File: src/rtl/io_max_pipe.sv
// Pipelined IO-max mux/demux block: scrambled bit select, one-hot demux, fold onto OUT_W outputs.
// Optional parity output when IO_MAX_PIPE_PARITY_EN is defined.
module io_max_pipe #(
    parameter int MUX_SEL_W = 9,
    parameter int DMX_SEL_W = 9,
    parameter int OUT_W     = 500,
    parameter int COM_W     = 4
) (
    input  logic                         clk,
    input  logic                         rst,
    input  logic [(2**MUX_SEL_W)-1:0]    mux_in,
    input  logic [MUX_SEL_W-1:0]         mux_sel,
    input  logic [COM_W-1:0]             com_sel,
    input  logic [DMX_SEL_W-1:0]         demux_sel,
    input  logic [1:0]                   mode,
    input  logic                         start,
    output logic [OUT_W-1:0]             demux_out,
    output logic                         valid_out,
    output logic                         sweep_busy,
`ifdef IO_MAX_PIPE_PARITY_EN
    output logic                         parity_out,
`endif
    output logic                         sweep_done
);
    localparam int IN_W  = 2**MUX_SEL_W;
    localparam int DMX_W = 2**DMX_SEL_W;
    localparam logic [MUX_SEL_W-1:0] CNT_MAX = '1;

    localparam logic [1:0] MODE_DIRECT = 2'b01;
    localparam logic [1:0] MODE_SWEEP  = 2'b10;

    typedef enum logic [1:0] {
        IDLE   = 2'd0,
        DIRECT = 2'd1,
        SWEEP  = 2'd2,
        DONE   = 2'd3
    } state_t;

    state_t               state;
    logic [MUX_SEL_W-1:0] counter;

    logic [IN_W-1:0]      s1_data;
    logic [MUX_SEL_W-1:0] s1_sel;
    logic [DMX_SEL_W-1:0] s1_dsel;
    logic                 s1_valid;
    logic                 s1_last;

    logic                 s2_bit;
    logic [DMX_SEL_W-1:0] s2_dsel;
    logic                 s2_valid;
    logic                 s2_last;

    logic [DMX_W-1:0]     w;
    logic [OUT_W-1:0]     fold;

    logic launch;
    logic cnt_last;
    logic sweep_stay;

    // A launch is only honoured from IDLE with no earlier sweep still draining.
    assign launch     = (state == IDLE) && (mode == MODE_SWEEP) && start && !sweep_busy;
    assign cnt_last   = (state == SWEEP) && (counter == CNT_MAX);
    assign sweep_stay = (state == SWEEP) && (mode == MODE_SWEEP);

    always_ff @(posedge clk) begin
        if (rst) begin
            state      <= IDLE;
            counter    <= '0;
            sweep_busy <= 1'b0;
        end else begin
            // Busy covers the sweep states and stays up until the final result has left S3.
            sweep_busy <= launch || sweep_stay || cnt_last || s1_last || s2_last;
            case (state)
                IDLE: begin
                    if (mode == MODE_DIRECT) begin
                        state <= DIRECT;
                    end else if (launch) begin
                        state   <= SWEEP;
                        counter <= '0;
                    end
                end
                DIRECT: begin
                    if (mode != MODE_DIRECT) state <= IDLE;
                end
                SWEEP: begin
                    if (mode != MODE_SWEEP) begin
                        state <= IDLE;
                    end else if (counter == CNT_MAX) begin
                        state <= DONE;
                    end else begin
                        counter <= counter + 1'b1;
                    end
                end
                default: state <= IDLE;
            endcase
        end
    end

    always_ff @(posedge clk) begin
        if (rst) begin
            s1_data  <= '0;
            s1_sel   <= '0;
            s1_dsel  <= '0;
            s1_valid <= 1'b0;
            s1_last  <= 1'b0;
            s2_bit   <= 1'b0;
            s2_dsel  <= '0;
            s2_valid <= 1'b0;
            s2_last  <= 1'b0;
        end else begin
            s1_data  <= mux_in;
            s1_valid <= 1'b0;
            s1_last  <= 1'b0;
            case (state)
                DIRECT: begin
                    s1_sel   <= mux_sel ^ MUX_SEL_W'(com_sel);
                    s1_dsel  <= demux_sel;
                    s1_valid <= 1'b1;
                end
                SWEEP: begin
                    s1_sel   <= counter;
                    s1_dsel  <= DMX_SEL_W'(counter);
                    s1_valid <= 1'b1;
                    s1_last  <= cnt_last;
                end
                default: ;
            endcase
            s2_bit   <= s1_data[s1_sel];
            s2_dsel  <= s1_dsel;
            s2_valid <= s1_valid;
            s2_last  <= s1_last;
        end
    end

    always_comb begin
        w = DMX_W'(s2_bit) << s2_dsel;
    end

    // Internal bit OUT_W+i folds onto output bit i; bits with no upper partner pass through.
    for (genvar i = 0; i < OUT_W; i++) begin : g_fold
        if (i + OUT_W < DMX_W) begin : g_pair
            assign fold[i] = w[i] ^ w[i+OUT_W];
        end else begin : g_single
            assign fold[i] = w[i];
        end
    end

    always_ff @(posedge clk) begin
        if (rst || !s2_valid) begin
            demux_out  <= '0;
            valid_out  <= 1'b0;
            sweep_done <= 1'b0;
`ifdef IO_MAX_PIPE_PARITY_EN
            parity_out <= 1'b0;
`endif
        end else begin
            demux_out  <= fold;
            valid_out  <= 1'b1;
            sweep_done <= s2_last;
`ifdef IO_MAX_PIPE_PARITY_EN
            parity_out <= ^fold;
`endif
        end
    end
endmodule
File: config.mk
export PLATFORM = sky130hd
export DESIGN_NAME = io_max_pipe
export DESIGN_NICKNAME = d
export VERILOG_FILES = /design/src/rtl/io_max_pipe.sv
export SDC_FILE = /design/constraint.sdc
export NUM_CORES = 1
export LEC_CHECK = 0
export BUFFER_PORTS_ARGS = -buffer_cell sky130_fd_sc_hd__buf_2
export CAP_MARGIN = 20
export CORE_AREA = 2 2 400 402
export CTS_CLUSTER_DIAMETER = 100
export DETAILED_ROUTE_END_ITERATION = 10
export DIE_AREA = 0 0 402 404
export PLACE_DENSITY_LB_ADDON = 0.05
export SYNTH_ARGS = -nofsm -noshare
export SYNTH_HDL_FRONTEND = slang
export SYNTH_SLANG_ARGS = --single-unit
File: constraint.sdc
create_clock -name clk -period 3.25 [get_ports clk]
set_clock_uncertainty 0.15 [all_clocks]
set_input_delay 0.975 -clock clk [delete_from_list [all_inputs] [get_ports clk]]
set_output_delay 0.975 -clock clk [all_outputs]
set_load 0.02 [all_outputs]
-- Yosys cells after proc, flatten, opt, wreduce, memory -nomap -nowiden
Cells that the tools add are included.
- $lt $le $gt $ge: 1
- bitwise operators: 14
- shift operators: 1
- equal/unequal tests: 14
- add/sub/neg operators: 1
- muxes and demuxes: 17
- reductions and logical operators: 19
- operators with widths (kind ; count):
    1-bit by 9-bit << shifter with 512-bit output ; 1
    9-bit case mux with 2 select lines ; 3
    9-bit 2-to-1 mux ; 4
    2-bit inequality test (second input constant) ; 6
    1-bit bitwise XOR ; 12
    9-bit by 10-bit < comparator with 1-bit output (second input constant) ; 1
    2-bit 2-to-1 mux ; 5
    9-bit by 1-bit adder with 9-bit output (second input constant) ; 1
    1-bit binary-select mux with 9-bit select ; 1
    9-bit equality test (second input constant) ; 1
    9-bit by 4-bit bitwise XOR with 9-bit output ; 1
    2-bit case mux with 3 select lines ; 1
    1-bit logical AND ; 5
    1-bit logical OR ; 5
    5-bit AND reduction ; 1
    2-bit by 1-bit equality test with 1-bit output (second input constant) ; 2
    2-bit equality test (second input constant) ; 2
    2-bit nonzero test ; 2
    2-bit OR reduction ; 2
    1-bit 2-to-1 mux ; 3
    3-bit by 1-bit inequality test with 1-bit output (second input constant) ; 1
    3-bit by 2-bit inequality test with 1-bit output (second input constant) ; 1
    3-bit AND reduction ; 1
    1-bit zero test ; 2
    other kinds (3) ; 3
- logic and storage cells: 82
- bits of input ports: 539
- output and inout port bits: 503
- flip-flop bits (word level): 1058

-- Logic depth before layout (Yosys ltp)
Gate-level depths: netlist of the first run.
- word-level depth: 8
- gate-level depth with buffers: 12
- depth with buffers taken out: 12

-- Least setup slack after synthesis of the first run
No wires, ideal clock.
- path type: in2reg
- from: input port rst
- to: register demux_out[491]
- buffers on the path: 1
- arrival time: 2348 ps
- data required time: 3033 ps
- stages: 6
- library setup time: 67 ps
- path slack: 685 ps
- cell sequence: nor2b_1 -> nand2_1 -> nor3b_1 -> nand2_1 -> clkbuf_1 -> nor2_1
- cells in the longest elaborated chain, start to end: 1
- RTL lines (what ; RTL line ; RTL):
    from (decl) ; 10 ; input logic rst,
    1-bit logical OR ; 149 ; if (rst || !s2_valid) begin
    to (signal assigned) ; 157 ; demux_out <= fold;
    to (decl) ; 17 ; output logic [OUT_W-1:0] demux_out,
No other way between the ends.
A chain may end at the register's enable or synchronous reset.

-- Worst setup path in the final report of the first run
- from: register s1_sel[0]
- to: register s2_bit
- cells in the longest elaborated chain, start to end: 2
- RTL lines (what ; RTL line ; RTL):
    from (decl) ; 43 ; logic [MUX_SEL_W-1:0] s1_sel;
    from (signal assigned) ; 116 ; s1_sel <= mux_sel ^ MUX_SEL_W'(com_sel);
    from (signal assigned) ; 121 ; s1_sel <= counter;
    1-bit binary-select mux with 9-bit select ; 128 ; s2_bit <= s1_data[s1_sel];
    1-bit 2-to-1 mux (not written as such) ; 128 ;
    to (signal assigned) ; 128 ;
    to (decl) ; 48 ; logic s2_bit;
No other way between the ends. The select of a mux whose other input is x is not followed.

==> results of run 1 <==
-- worst register-to-register path: cells and delay by family (launching register included) --
| kind | cells | cell delay (ps) |
|---|---|---|
| AO/OA/AOI/OAI | 3 | 340 |
| buffers and inverters | 2 | 410 |
| flip-flops | 1 | 430 |
| multiplexers | 2 | 1120 |
| AND/OR/NAND/NOR | 2 | 410 |
-- metrics by stage --
stage | setup TNS [ps] | hold WS (ps) | setup WS, ps | power, mW
after floorplan | 0 | 264 | 685 | 17.2
after global placement | -110 | 288 | -110 | 19.9
after detailed placement | -97.4 | 287 | -97.4 | 19.9
after CTS | 0 | 197 | 26.6 | 34.8
after global routing | 0 | 226 | 137 | 35.7
final | 0 | 276 | 267 | 34.2
-- flip-flops by register name, indices dropped and copies added, names as in the netlist --
register    cells
s1_data       512
demux_out     500
counter         9
s1_dsel         9
s1_sel          9
s2_dsel         9
state           2
s1_last         1
s1_valid        1
s2_bit          1
s2_last         1
s2_valid        1
sweep_busy      1
sweep_done      1
valid_out       1
-- logic make-up (layout without fill, tap and decap cells) --
kind of cell	after synthesis	count (layout)	share of synthesized area, %
AO/OA/AOI/OAI	131	131	2.91
XOR/XNOR	10	10	0.270
adder cells (fa/ha/maj)	5	5	0.193
buffers and inverters	208	1408	2.76
flip-flops	1058	1058	65.4
multiplexers	173	173	9.69
other	0	12	0
AND/OR/NAND/NOR	1219	1219	18.8
-- area by class of cell --
type / count / area, sq um
Fill cell: 16785 / 113000
Timing Repair Buffer: 1170 / 6340
Inverter: 7 / 26.3
Antenna cell: 12 / 30.0
Multi-Input combinational cell: 1538 / 10400
Clock inverter: 42 / 632
Tap cell: 2072 / 2590
Clock buffer: 189 / 3730
Sequential cell: 1058 / 21200
-- where the power goes --
part           switching [mW]  leakage, nW  internal, mW  total (mW)
registers               0.357         8.67          13.5        13.8
logic                    3.17         8.39          2.44        5.61
clock network            5.98         2.12          8.77        14.7
-- routing by layer --
| metal | wire length [um] | share of wire, % | up-vias | GRT usage [%] |
|---|---|---|---|---|
| met5 | 148 | 0.094 | - | 0 |
| met1 | 64800 | 41 | 11482 | 22.2 |
| met2 | 77500 | 49 | 886 | 33.1 |
| li1 | - | - | 11332 | - |
| met3 | 9680 | 6.2 | 235 | 5.28 |
| met4 | 5140 | 3.3 | 26 | 6.56 |
-- worst paths after layout --
check	endpoint	slack, ps
max	s2_bit	270
min	s1_data[154]	280
max reg2reg	s2_bit	270
min reg2reg	s2_valid	290
-- what timing repair did --
action | CTS | global route
endpoints found under the setup margin | 1 | 1
gates resized for setup | 2 | 2
setup buffers | 0 | 5
-- cell usage after synthesis, types with 6 or more instances --
cell	number	area share [%]
nand3_1	14	0.22
nand4_1	6	0.12
a22o_1	7	0.19
mux2i_1	62	1.9
mux4_2	102	7.1
o22ai_1	21	0.41
clkbuf_1	147	1.7
nand2_1	82	0.95
nand2b_1	6	0.12
buf_6	6	0.21
buf_1	24	0.28
xor2_1	6	0.16
nor3b_1	7	0.16
buf_2	12	0.19
a22oi_1	17	0.39
o221ai_1	18	0.49
a211oi_1	19	0.44
nor2b_1	541	10
mux4_1	8	0.65
inv_1	7	0.081
nor3_1	10	0.15
o21ai_0	13	0.20
a21oi_1	14	0.22
nor2_1	529	6.1
a221oi_1	6	0.16
buf_4	10	0.23
dfxtp_1	1058	65
==> flow_summary.toml, run 1 <==
[run_status]
status = "finished, final reports clean"

[setup_path]
crit_start = "s1_sel[0]"
cp_num_cells = 9
cp_num_buf_inv = 2
setup.worst_path.start_class = "register"
path_common_cell = "buf_4"
path_cells = "buf_4, mux4_1, mux4_2, nand2b_1, a21oi_1, nor4_2, buf_4, a31oi_1, a22o_1"
worstPathArrival_ps = 3470
cp_slowest_stage_delay_ps = 580
required_ps = 3740
slowest_stage = "mux4_1"
cp_top_family = "multiplexers"
r2r_start = "s1_sel[0]"
critPathMaxFanout = 9
end_kind = "register"
reg2reg_depth = 9
path_class = "reg -> reg"

[die]
core_sq_mm = 0.158
num_io_pins = 1042
dieArea_sq_mm = 0.162
rows = 146
initial_utilization_pct = 20.5
dieHeight_um = 404
die_w_um = 402

[timing]
setup_viol = 0
period_share_pct = 91.8
max-slew-margin-rel_pct = 36.4
worst_pin_slew_ps = 952
max_freq_mhz = 335
fin_crit_ps = 2980
hold_violations = 0
finalMaxSlewViolations = 0
rsz0062_at_grt = "false"

[power_and_ir_drop]
powerDensity_mw_per_mm2 = 760
ir_drop_mv = 0.472
p_leak_nw = 19.2

[drt]
drtPass1Iterations = 5
wl_per_cell_um = 25.8
antenna_left = 0
drtIter0Drc = 1106
routed_via_density = 3.94
route.detailed.drc = 0
via_count = 23961
drt-total-wl_um = 157000

[layout]
fin_util_pct = 28.5
layout_common_cells = "dfxtp_1 (1,053), buf_2 (1,040), nor2b_1 (541)"
nets = 4449
drive_above_1_share_pct = 37.2
area_growth_pct = 38.6
final_common_cell = "dfxtp_1"
fin_cells = 6088
design_area_sq_mm = 0.0449

[clocking]
clock_path_buffers = 3
clkTransAtPathRegs_ps = 60
root_buffer = "clkbuf_16"
cts_hold_buffers = 0
cts_buffers = 130
clk_latency_ps = 760
htree_levels = 4
clock_sinks = 1058
cts_tree = "yes"

[worst_hold_path]
hold_class = "in -> reg"
worstHoldStart = "mux_in[154]"
holdPathStages = 2

[placement]
dpl.hpwl_um = 124000
dp_cells = 5840
port_buffers = 1041
dpl-instance-area_sq_mm = 0.0405
gp_congestion = 0.795

[synth]
seq_area_frac_synth_pct = 65.4
synth_edf_count = 0
ys_ff_latch = 1058
yosys_warnings = 0
synth-main-ff-cell = "dfxtp_1"
synth_fp_nets = 3348
synthDistinctLibCells = 52
netlist_area_sq_mm = 0.0324
syn_inst = 2804
syn_area_per_cell_sq_um = 11.6
synthArstFlopShare_pct = 0

[global_routing]
grt_util_all_layers_pct = 19.0
grt_overflow_total = 0
grt_max_degree = 153
grt_pass1_wl_um = 213000
antenna_found_initial = 59
grt_pass1_vias = 25572

[flow_run]
maxCapViolCount = 0
(Power assumes the default switching activity.)
==> run 2, diff against run 1 <==
--- a/config.mk
+++ b/config.mk
@@ -11,6 +11,7 @@
 export CTS_CLUSTER_DIAMETER = 100
 export DETAILED_ROUTE_END_ITERATION = 10
 export DIE_AREA = 0 0 402 404
+export MAX_ROUTING_LAYER = met4
 export PLACE_DENSITY_LB_ADDON = 0.05
 export SYNTH_ARGS = -nofsm -noshare
 export SYNTH_HDL_FRONTEND = slang
==> flow_summary.toml, run 2 (synthesis results as in run 1) <==
[setup_path]
worstPathArrival_ps = 3420
crit_start = "s1_sel[0]"
r2r_start = "s1_sel[0]"
end_kind = "register"
required_ps = 3740
setup.worst_path.start_class = "register"
path_class = "reg -> reg"
critPathMaxFanout = 9

[timing]
finalMaxSlewViolations = 0
rsz0062_at_grt = "false"
whs_ps = 275
setup-tns-final_ps = 0
setup_viol = 0
hold_violations = 0
fin_crit_ps = 2930
max_freq_mhz = 341
period_share_pct = 90.3
worst_pin_slew_ps = 928
max-slew-margin-rel_pct = 38.0

[layout]
layout_common_cells = "dfxtp_1 (1,053), buf_2 (1,040), nor2b_1 (541)"
nets = 4449
largest_registers = "s1_data (512), demux_out (500)"
largest_register_ffs = 512
drive_above_1_share_pct = 37.2
fin_util_pct = 28.5
largest_register = "s1_data"
final_common_cell = "dfxtp_1"
area_growth_pct = 38.7

[drt]
drtPass1Iterations = 5
drtIter0Drc = 1119
via_count = 23950
antenna_left = 0
wl_per_cell_um = 25.8
route.detailed.drc = 0
drt-total-wl_um = 157000
routed_via_density = 3.93

[placement]
dpl.hpwl_um = 124000
gp_congestion = 0.807
port_buffers = 1041

[clocking]
htree_levels = 4
clock_sinks = 1058
root_buffer = "clkbuf_16"
clk_latency_ps = 760
clkTransAtPathRegs_ps = 60
clock_path_buffers = 3
cts_tree = "yes"
cts_buffers = 130
cts_hold_buffers = 0

[global_routing]
grt_pass1_wl_um = 213000
antenna_found_initial = 59
grt_pass1_vias = 25626
grt_overflow_total = 0
grt_max_degree = 153
grt_util_all_layers_pct = 19.5

[die]
dieArea_sq_mm = 0.162
dieHeight_um = 404
num_io_pins = 1042
initial_utilization_pct = 20.5
die_w_um = 402
core_sq_mm = 0.158
rows = 146

[power_and_ir_drop]
powerDensity_mw_per_mm2 = 760
internal_power_mw = 24.7
power.share.clock_pct = 43.2
ir_drop_mv = 0.472
p_leak_nw = 19.2
seqPwrFrac_pct = 40.4
power_frac_comb_pct = 16.4
p_sw_share_pct = 27.8
power_switching_mw = 9.50

[worst_hold_path]
hold_class = "in -> reg"
worstHoldStart = "mux_in[420]"

[flow_run]
maxCapViolCount = 0

[run_status]
status = "finished, final reports clean"
-- run 2: cell types whose count changed in the layout (fill, tap and decap cells not counted) --
| cell | change |
|---|---|
| diode_2 | +11 |
-- run 2: what timing repair did --
| action | in CTS | in global routing |
|---|---|---|
| setup endpoints to repair | 1 | 1 |
| buffers inserted | 0 | 5 |
| gates resized for setup | 2 | 2 |
-- run 2: power by group through the flow --
stage	sequential, mW	clock (mW)	combinational [mW]
6_report	13.8	14.7	5.61
5_1_grt	13.9	15.7	6.08
4_1_cts	13.9	15.2	5.76
3_5_place_dp	14.1	0	5.73
3_3_place_gp	14.1	0	5.74
2_1_floorplan	13.8	0	3.37
-- run 2: per-layer routing --
layer / wire length, um / global-route usage (%)
met2: 77600 / 33.0
met3: 9070 / 4.98
met1: 65600 / 22.5
met4: 4980 / 6.60
met5: 0 / -
-- run 2: cell type report --
| class | count | area [sq um] |
|---|---|---|
| Tap cell | 2072 | 2590 |
| Timing Repair Buffer | 1170 | 6340 |
| Multi-Input combinational cell | 1538 | 10400 |
| Fill cell | 16777 | 113000 |
| Inverter | 7 | 26.3 |
| Clock buffer | 189 | 3730 |
| Sequential cell | 1058 | 21200 |
| Antenna cell | 23 | 57.6 |
| Clock inverter | 42 | 632 |
-- run 2: final timing paths --
kind,end,slack (ps),depth (start not counted)
worst min register to register,s2_valid,290,1
worst max register to register,s2_bit,320,9
worst min-delay path,s1_data[420],280,2
worst max-delay path,s2_bit,320,9
-- run 2: through the flow --
stage | std cells | cell area (sq um) | setup slack (ps) | total power [mW]
global placement | 5840 | 40500 | -110 | 19.9
detailed placement | 5840 | 40500 | -97.4 | 19.9
CTS | 6071 | 44900 | 26.6 | 34.8
floorplan | 2804 | 32400 | 685 | 17.2
global route | 6096 | 44900 | 139 | 35.7
finish | 6099 | 45000 | 316 | 34.2
-- run 2: worst max-delay path, cell delays in order, from the launching register on --
cell       delay [ps]
dfxtp_4           430
buf_4             140
mux4_1            530
a22o_1            240
a221oi_1          290
o22ai_1           190
a2111oi_2         370
buf_4             170
nor2_1             70
a22o_1            240
